--- config.mk ---
export PLATFORM = sky130hd
export DESIGN_NAME = conv_alu
export DESIGN_NICKNAME = d
export VERILOG_FILES = /design/src/rtl/conv_alu_pkg.sv /design/src/rtl/seq_mul.sv /design/src/rtl/conv_alu.sv
export SDC_FILE = /design/constraint.sdc
export NUM_CORES = 1
export LEC_CHECK = 0
export CORE_UTILIZATION = 25
export DETAILED_ROUTE_END_ITERATION = 8
export GPL_TIMING_DRIVEN = 0
export HOLD_SLACK_MARGIN = 0.08
export SLEW_MARGIN = 10
export SYNTH_ARGS = -nofsm -noshare
export SYNTH_HDL_FRONTEND = slang
export SYNTH_SLANG_ARGS = --single-unit
--- constraint.sdc ---
create_clock -name clk -period 10.85 [get_ports clk]
set_clock_uncertainty 0.1 [all_clocks]
set_input_delay 1.085 -clock clk [delete_from_list [all_inputs] [get_ports clk]]
set_output_delay 1.085 -clock clk [all_outputs]
set_load 0.005 [all_outputs]
--- src/rtl/conv_alu_pkg.sv ---
// Shared opcode constants, FSM encoding and default width for conv_alu.
// Used by conv_alu and seq_mul.
package conv_alu_pkg;

  localparam int DEF_WIDTH = 24;

  localparam logic [2:0] OP_PASS = 3'b000;
  localparam logic [2:0] OP_ADD  = 3'b001;
  localparam logic [2:0] OP_SUB  = 3'b010;
  localparam logic [2:0] OP_INC  = 3'b011;
  localparam logic [2:0] OP_SHR  = 3'b100;
  localparam logic [2:0] OP_MUL  = 3'b101;

  typedef enum logic [1:0] {
    IDLE = 2'd0,
    MUL  = 2'd1,
    DONE = 2'd2
  } state_t;

endpackage

--- src/rtl/seq_mul.sv ---
// Shift-add multiplier, one multiplier bit per cycle for WIDTH cycles.
// product is combinational; it holds the full low-WIDTH result while last is high.
module seq_mul
  import conv_alu_pkg::*;
#(
  parameter int WIDTH = DEF_WIDTH
) (
  input  logic             clk,
  input  logic             rst,
  input  logic             load,
  input  logic [WIDTH-1:0] a,
  input  logic [WIDTH-1:0] b,
  output logic [WIDTH-1:0] product,
  output logic             last
);

  localparam int CW = $clog2(WIDTH);

  logic [WIDTH-1:0] acc_q;
  logic [WIDTH-1:0] mcand_q;
  logic [WIDTH-1:0] mplier_q;
  logic [CW-1:0]    cnt_q;
  logic             run_q;

  assign product = acc_q + (mplier_q[0] ? mcand_q : '0);
  assign last    = run_q && (cnt_q == CW'(WIDTH - 1));

  always_ff @(posedge clk) begin
    if (rst) begin
      acc_q    <= '0;
      mcand_q  <= '0;
      mplier_q <= '0;
      cnt_q    <= '0;
      run_q    <= 1'b0;
    end else if (load) begin
      acc_q    <= '0;
      mcand_q  <= a;
      mplier_q <= b;
      cnt_q    <= '0;
      run_q    <= 1'b1;
    end else if (run_q) begin
      acc_q    <= product;
      mcand_q  <= mcand_q << 1;
      mplier_q <= mplier_q >> 1;
      if (last) begin
        cnt_q <= '0;
        run_q <= 1'b0;
      end else begin
        cnt_q <= cnt_q + CW'(1);
      end
    end
  end

endmodule

--- src/rtl/conv_alu.sv ---
// Sequencer ALU: single-cycle ops plus optional shift-add multiply.
// Multiply is built only when CONV_ALU_MUL_EN is defined.
module conv_alu
  import conv_alu_pkg::*;
#(
  parameter int WIDTH = DEF_WIDTH
) (
  input  logic             clk,
  input  logic             rst,
  input  logic             start,
  input  logic [2:0]       op,
  input  logic [WIDTH-1:0] a_bus,
  input  logic [WIDTH-1:0] b_bus,
  output logic [WIDTH-1:0] c_bus,
  output logic             z_flag,
  output logic             busy,
  output logic             done
);

  state_t           state_q;
  state_t           state_d;
  logic             c_we;
  logic [WIDTH-1:0] c_d;
  logic [WIDTH-1:0] alu_res;
  logic [4:0]       shamt;

  assign shamt = b_bus[4:0];

  // Single-cycle results are captured straight from the buses at the start edge
  always_comb begin
    alu_res = '0;
    unique case (1'b1)
      (op == OP_PASS): alu_res = b_bus;
      (op == OP_ADD):  alu_res = a_bus + b_bus;
      (op == OP_SUB):  alu_res = a_bus - b_bus;
      (op == OP_INC):  alu_res = a_bus + WIDTH'(1);
      (op == OP_SHR):  alu_res = (32'(shamt) >= WIDTH) ? '0 : a_bus >> shamt;
      default:         alu_res = '0;
    endcase
  end

`ifdef CONV_ALU_MUL_EN
  logic             mul_load;
  logic [WIDTH-1:0] mul_prod;
  logic             mul_last;

  seq_mul #(
    .WIDTH(WIDTH)
  ) u_mul (
    .clk    (clk),
    .rst    (rst),
    .load   (mul_load),
    .a      (a_bus),
    .b      (b_bus),
    .product(mul_prod),
    .last   (mul_last)
  );
`endif

  always_comb begin
    state_d = state_q;
    c_we    = 1'b0;
    c_d     = alu_res;
`ifdef CONV_ALU_MUL_EN
    mul_load = 1'b0;
`endif
    unique case (state_q)
      IDLE: begin
        if (start) begin
`ifdef CONV_ALU_MUL_EN
          if (op == OP_MUL) begin
            state_d  = MUL;
            mul_load = 1'b1;
          end else begin
            state_d = DONE;
            c_we    = 1'b1;
          end
`else
          state_d = DONE;
          c_we    = 1'b1;
`endif
        end
      end
`ifdef CONV_ALU_MUL_EN
      MUL: begin
        if (mul_last) begin
          state_d = DONE;
          c_we    = 1'b1;
          c_d     = mul_prod;
        end
      end
`endif
      DONE:    state_d = IDLE;
      default: state_d = IDLE;
    endcase
  end

  always_ff @(posedge clk) begin
    if (rst) begin
      state_q <= IDLE;
      c_bus   <= '0;
      z_flag  <= 1'b1;
    end else begin
      state_q <= state_d;
      if (c_we) begin
        c_bus  <= c_d;
        z_flag <= (c_d == '0);
      end
    end
  end

  assign busy = (state_q != IDLE);
  assign done = (state_q == DONE);

endmodule
==> impl_metrics.csv <==
group,metric,value,unit
outcome,outcome,"completed",
logic_synthesis,netlist_instances,613,
logic_synthesis,yosysSeqAreaShare,11.88,%
place,place.gp.congestion,0.9759,
logic_synthesis,synth_area_per_cell,7.150,sq um
place,postPlaceCellArea,5405,sq um
clock_tree,htreeDepth,1,
worst_setup_path,crit_family,"buffers and inverters",
sta,hold_viol,0,
hold_path,worstHoldStart,"c_bus[22]$_SDFFE_PP0P_",
logic_synthesis,synth_warnings,0,
logic_synthesis,synth_cell_types,67,
clock_tree,root_buffer,"clkbuf_16",
routing,drc_errors,0,
die,dieHeight,134.4,um
power_and_ir_drop,irDropWorstVdd,76.36,uV
worst_setup_path,cp-start-kind,"primary input",
cells_and_area,utilization,31.79,%
logic_synthesis,synth_most_common_cell,"nand2_1",
hold_path,holdPathEnd,"c_bus[22]$_SDFFE_PP0P_",
logic_synthesis,synth-main-ff-cell,"dfxtp_1",
worst_setup_path,slowest_stage,"clkbuf_1",
global_route,grt-ovfl-total,0,
logic_synthesis,synth_commonest_cells,"81 x nand2_1, 52 x nor2_1, 49 x a21oi_1",
worst_setup_path,max_stage_delay,600,ps
sta,fin_crit,6534,ps
logic_synthesis,synth_nets,696,
die,die_area,18060,sq um
worst_setup_path,ff2ff_path_depth,8,
global_route,grt_pass1_wl,27.48,mm
sta,fin_crit_sh,60.22,%
sta,timing.fmax,153.0,MHz
worst_setup_path,critPathBufInv,5,
logic_synthesis,yosys_register_bits,26,
clock_tree,clock_path_buffers,2,
routing,first_pass_iters,5,
worst_setup_path,reg2reg_slack,8610,ps
worst_setup_path,path_common_cell,"clkbuf_1",
clock_tree,cts_tree,"done",
run,maxCapViolations,0,
worst_setup_path,crit_required,10950,ps
clock_tree,clkSlewWorstSetupHoldPaths,60,ps
sta,worst_pin_slew,1104,ps
global_route,grt_pass1_vias,4700,
die,fp.dieW,134.4,um
routing,vias,5208,
worst_setup_path,crit_fanout,10,
sta,fin_tns_setup,0,ps
clock_tree,clock_latency,250,ps
logic_synthesis,synth_top_area_share,11.88,%
worst_setup_path,crit-reg2reg-launch,"state_q[1]$_SDFFE_PP0P_",
cells_and_area,fin_area,5480,sq um
cells_and_area,final_layout_size_suffix_gt1_share,6.377,%
clock_tree,clock_sinks,26,
global_route,grt_use_total,19.65,%
logic_synthesis,synth_top_cell_by_area,"dfxtp_1",
place,portBuffers,74,
power_and_ir_drop,p_leak,2.032,nW
sta,relSlewSlack,26.25,%
die,core_area,17240,sq um
routing,drt_iter0_drc,517,
logic_synthesis,ys_async_sr_fraction,0,%
hold_path,hold_class,"reg2reg",
clock_tree,cts_buffers,3,
power_and_ir_drop,fin_total_pwr,0.4510,mW
worst_setup_path,startpoint,"op[2]",
die,pin_count,81,
global_route,grt_max_degree,14,
cells_and_area,antenna_cells_inserted,0,
routing,viasPerCell,5.692,
routing,wl_per_cell,19.73,um
global_route,antenna_found_initial,0,
place,place_hpwl,14.80,mm
cells_and_area,layout.nets,775,
sta,finalSetupViolCount,0,
worst_setup_path,r2r_end,"z_flag$_SDFFE_PP1P_",
logic_synthesis,syn_area,4383,sq um
die,rows,48,
sta,rsz0062_at_grt,"no",
worst_setup_path,cp_cell_sequence,"clkdlybuf4s50_1, nand2b_1, clkbuf_1, clkbuf_1, clkbuf_1, o21ai_0, ha_1, inv_1, fa_1, nor2b_1, o2111ai_1, nand2_1, a21oi_1, a41oi_1, xor2_1, a221oi_1, and4_1, and4_1, a31o_1",
clock_tree,holdBufCountCts,0,
worst_setup_path,critical_path_class,"in2reg",
clock_tree,postCtsSetupBuffers,0,
sta,maxSlewViolCount,0,
cells_and_area,syn_to_final_growth,25.04,%
worst_setup_path,crit_path_end_kind,"flip-flop",
power_and_ir_drop,power_density,82.30,nW/um^2
hold_path,hold-path-cell-count,2,
worst_setup_path,cp.arrival,6640,ps
logic_synthesis,synth_edf_count,0,
routing,wl,18.05,mm
logic_synthesis,yosys-top-cells-area,"dfxtp_1 12%, ha_1 8.0%, mux4_2 7.2%, nand2_1 6.9%, mux2i_1 6.2%",
clock_tree,cts_resized,0,
routing,final_antenna_net_count,0,
die,initial_core_util,25.43,%
[where the power goes]
group	internal, mW	switching [mW]	leakage (nW)
registers	0.104	0.00423	0.215
clock network	0.0488	0.0305	0.0370
logic	0.111	0.153	1.78
total	0.263	0.188	2.03
[cells in the final DEF (no fill, tap or decap), types with 3 or more instances in the layout]
cell type,netlist,layout
dfxtp_1,26,26
a211oi_1,29,29
and4_1,4,4
a21oi_1,49,49
inv_1,11,11
o31ai_1,3,3
mux4_2,14,14
o211a_1,3,3
o221ai_1,4,4
or2_2,3,3
mux2i_1,27,27
mux2_2,3,3
nand3_1,12,12
nor3b_1,3,3
o21ai_0,46,46
nor2b_1,7,7
a221oi_1,7,7
clkbuf_16,0,3
a22oi_1,3,3
nor2_1,52,52
o31a_1,3,3
a221o_1,3,3
clkdlybuf4s50_1,0,74
o21bai_1,6,6
nand4_1,10,10
nor4_1,4,4
buf_2,6,6
xnor2_1,6,6
ha_1,28,28
a31oi_1,11,11
or3_1,3,3
a21o_1,8,8
o22ai_1,4,4
nor3_1,35,35
clkbuf_1,35,35
xor2_1,10,10
nand2b_1,10,10
nand2_1,81,81
[stage by stage]
stage	std cells	setup WS, ps	hold slack, ps
floorplan	613	5592	352.7
global placement	912	4131	343.8
detailed placement	912	4110	348.4
CTS	915	4368	356.8
global route	915	3923	378.0
finish	915	4316	351.6
[cell type report]
type                            instances  area [sq um]
Fill cell                            1869         11760
Multi-Input combinational cell        529          3611
Timing Repair Buffer                   74         740.7
Sequential cell                        26         520.5
Tap cell                              225         281.5
Buffer                                 45         202.7
Clock buffer                            3         75.07
Inverter                               13         48.80
[worst max-delay path by stage]
stage | endpoint | slack [ps] | cells after the start
global placement | z_flag$_SDFFE_PP1P_ | 4130 | 19
floorplan | z_flag$_SDFFE_PP1P_ | 5590 | 20
global route | z_flag$_SDFFE_PP1P_ | 3920 | 19
CTS | z_flag$_SDFFE_PP1P_ | 4370 | 19
finish | z_flag$_SDFFE_PP1P_ | 4320 | 19
detailed placement | z_flag$_SDFFE_PP1P_ | 4110 | 19
[state kept, by name, indices dropped and copies added (netlist names)]
| signal | count |
|---|---|
| state_q | 1 |
| c_bus | 24 |
| z_flag | 1 |
[per-layer routing]
| layer | vias to the layer above | wire [um] | GRT usage, % |
|---|---|---|---|
| met2 | 239 | 8162 | 32.15 |
| met3 | 25 | 1197 | 0.9448 |
| li1 | 2481 | - | - |
| met1 | 2463 | 8273 | 27.94 |
| met5 | - | 0 | 0 |
| met4 | 0 | 416 | 5.306 |
[kinds of logic after synthesis]
| family | count (synthesis) | share of synthesized area, % |
|---|---|---|
| AOI/OAI and AO/OA | 200 | 29.92 |
| DFF | 26 | 11.88 |
| muxes | 46 | 14.76 |
| and+or+nand+nor | 238 | 26.06 |
| buffers and inverters | 58 | 5.738 |
| xor gates and xnor gates | 16 | 3.197 |
| adders and majority gates | 29 | 8.450 |
[worst min-delay path: cells and delay by family (launching register included)]
kind               cells  cell delay, ps
DFF                    1             310
and+or+nand+nor        1              50
AOI/OAI and AO/OA      1              50
Power figures use the tool's default switching activity.
==> RTL edit (same flow settings) <==
`DEF_WIDTH`: 24 -> 36.
--- a/src/rtl/conv_alu_pkg.sv
+++ b/src/rtl/conv_alu_pkg.sv
@@ -2,7 +2,7 @@
 // Used by conv_alu and seq_mul.
 package conv_alu_pkg;
 
-  localparam int DEF_WIDTH = 24;
+  localparam int DEF_WIDTH = 36;
 
   localparam logic [2:0] OP_PASS = 3'b000;
   localparam logic [2:0] OP_ADD  = 3'b001;
Interface: changed (resized a_bus, b_bus and c_bus); port bits go from 81 to 117. No check against the original RTL was run, so the function may have changed too.
==> RTL edit against the original RTL <==
  * First-iteration DRC count up 110%
  * Area after synthesis up 76%
  * Wire length up 120%
  * Total power up 86%
  * Maximum frequency down 19%
  * Sequential share of layout area down 1.5 points
  * Combinational power up 87%
  * Synthesized cell count up 79%
  * Critical path depth up 6
  * Worst setup slack worse by 1500 ps
  * Sequential cell count up 12
  * Cell area up 73%
  * Largest power group unchanged
==> RTL edit: results (changes against the original RTL) <==
Synthesis
  – Distinct cell type count after synthesis: 80 (+19%)
  – Area contributors post-synth: dfxtp_1, ha_1, mux2i_1, nand2_1, mux4_2
  – Multiplexer area fraction after synthesis: 17.6% (+2.8 points)
  – Sequential share of the synthesized area: 9.86% (-2.0 points)
  – Post-Syn Nets: 1,220 (+75%)
  – Synth cell count leaders: nand2_1, nor2_1, a21oi_1
  – Adder-cell share of the synthesized area: 7.40% (-1.1 points)
  – Synth Area per Inst: 7.03 um2 (-1.7%)
  – Synth Area in XOR/XNOR: 1.82% (-1.4 points)

Worst setup path
  – R2R depth: 11 (+3)
  – Top delay family on crit path: simple AND/OR/NAND/NOR gates
  – CP Data Arrival Time: 8140 ps (+1500 ps)
  – Critical Path Max Stage Delay: 630 ps (+30 ps)
  – Slowest cell on crit path: nor4b_2
  – R2R setup slack: 7980 ps (-630 ps)
  – Crit Path Max Fanout: 10 (unchanged)

Detailed routing
  – Via-to-Cell Ratio: 5.95 (+4.6%)
  – DR iter-0 viols: 1,092 (+110%)
  – Final WL: 38,900 um (+120%)
  – Vias: 9,536 (+83%)

Global route
  – First-pass GRT wire length: 56,800 um (+110%)
  – Vias in the first global route: 8,836 (+88%)
  – All-Layer GR Usage: 24.3% (+4.6 points)

Clock network
  – Clock latency on the worst-skew pair: 280 ps (+30 ps)
  – CTS buffer count: 5 (+2)
  – CTS root buf: clkbuf_16
  – CTS Buffer Depth: 2 (unchanged)
  – H-tree depth: 2 (+1)

Hold path
  – Hold wc startpoint: c_bus[5]
  – Worst Hold Path EP: c_bus[5]
  – Worst hold stages: 2 (unchanged)

Final layout
  – Layout cells sized above 1: 8.18% (+1.8 points)
  – Fill count: 3,252 (+74%)
  – Nets: 1,333 (+72%)
  – Top flop regs: c_bus (36), state_q (1), z_flag (1)

Power and ir drop
  – NetSw: 368 uW (+96%)
  – Clk network pwr share: 22.5% (+4.9 points)
  – Register share of total power: 18.8% (-5.1 points)
  – Static leakage: 0.00345 uW (+70%)
  – Max IR drop VDD: 0.0494 mV (-35%)

Placed design
  – HPWL Detailed: 32,600 um (+120%)
  – Inst Count DP: 1,593 (+75%)
  – Placed cell area: 9260 um2 (+71%)
  – RePlAce Congestion: 1.00 (+2.9%)
  – Setup WS pre-CTS: 2740 ps (-1370 ps)
  – PortBufs: 106 (+43%)

STA
  – Max-Slew Margin vs Limit: 7.38% (-19 points)
  – Final worst setup slack: 2810 ps (-1510 ps)

Outcome
  – Status: complete, no violations
==> RTL edit: cell types whose count changed after synthesis, moves of 12 or more <==
cell,change
a211oi_1,+20
dfxtp_1,+12
o211ai_1,+13
nor3_1,+12
nand2_1,+58
clkbuf_1,+20
mux2i_1,+28
a21oi_1,+41
o21ai_0,+37
ha_1,+16
mux2_2,+12
nand4_1,+12
nor2_1,+54
==> RTL edit: routing by layer <==
layer	routed length, um	vias to the layer above	global-route usage [%]	share of wire, %
met1	17200	4513	33.3	44
li1	-	4394	-	-
met3	3290	96	3.94	8.5
met2	16300	533	36.2	42
met5	0	-	0	0
met4	2120	0	12.6	5.5
==> RTL edit: area by class of cell <==
cell class	instances	area, um2	share of cell area (%)
inverter	20	75.1	0.794
buffer	82	380	4.02
multi-input combinational	957	6500	68.7
tap	390	488	5.16
sequential	38	761	8.04
antenna	1	2.50	0.0265
clock inverter	3	68.8	0.728
clock buffer	5	125	1.32
timing repair buffer	106	1060	11.2
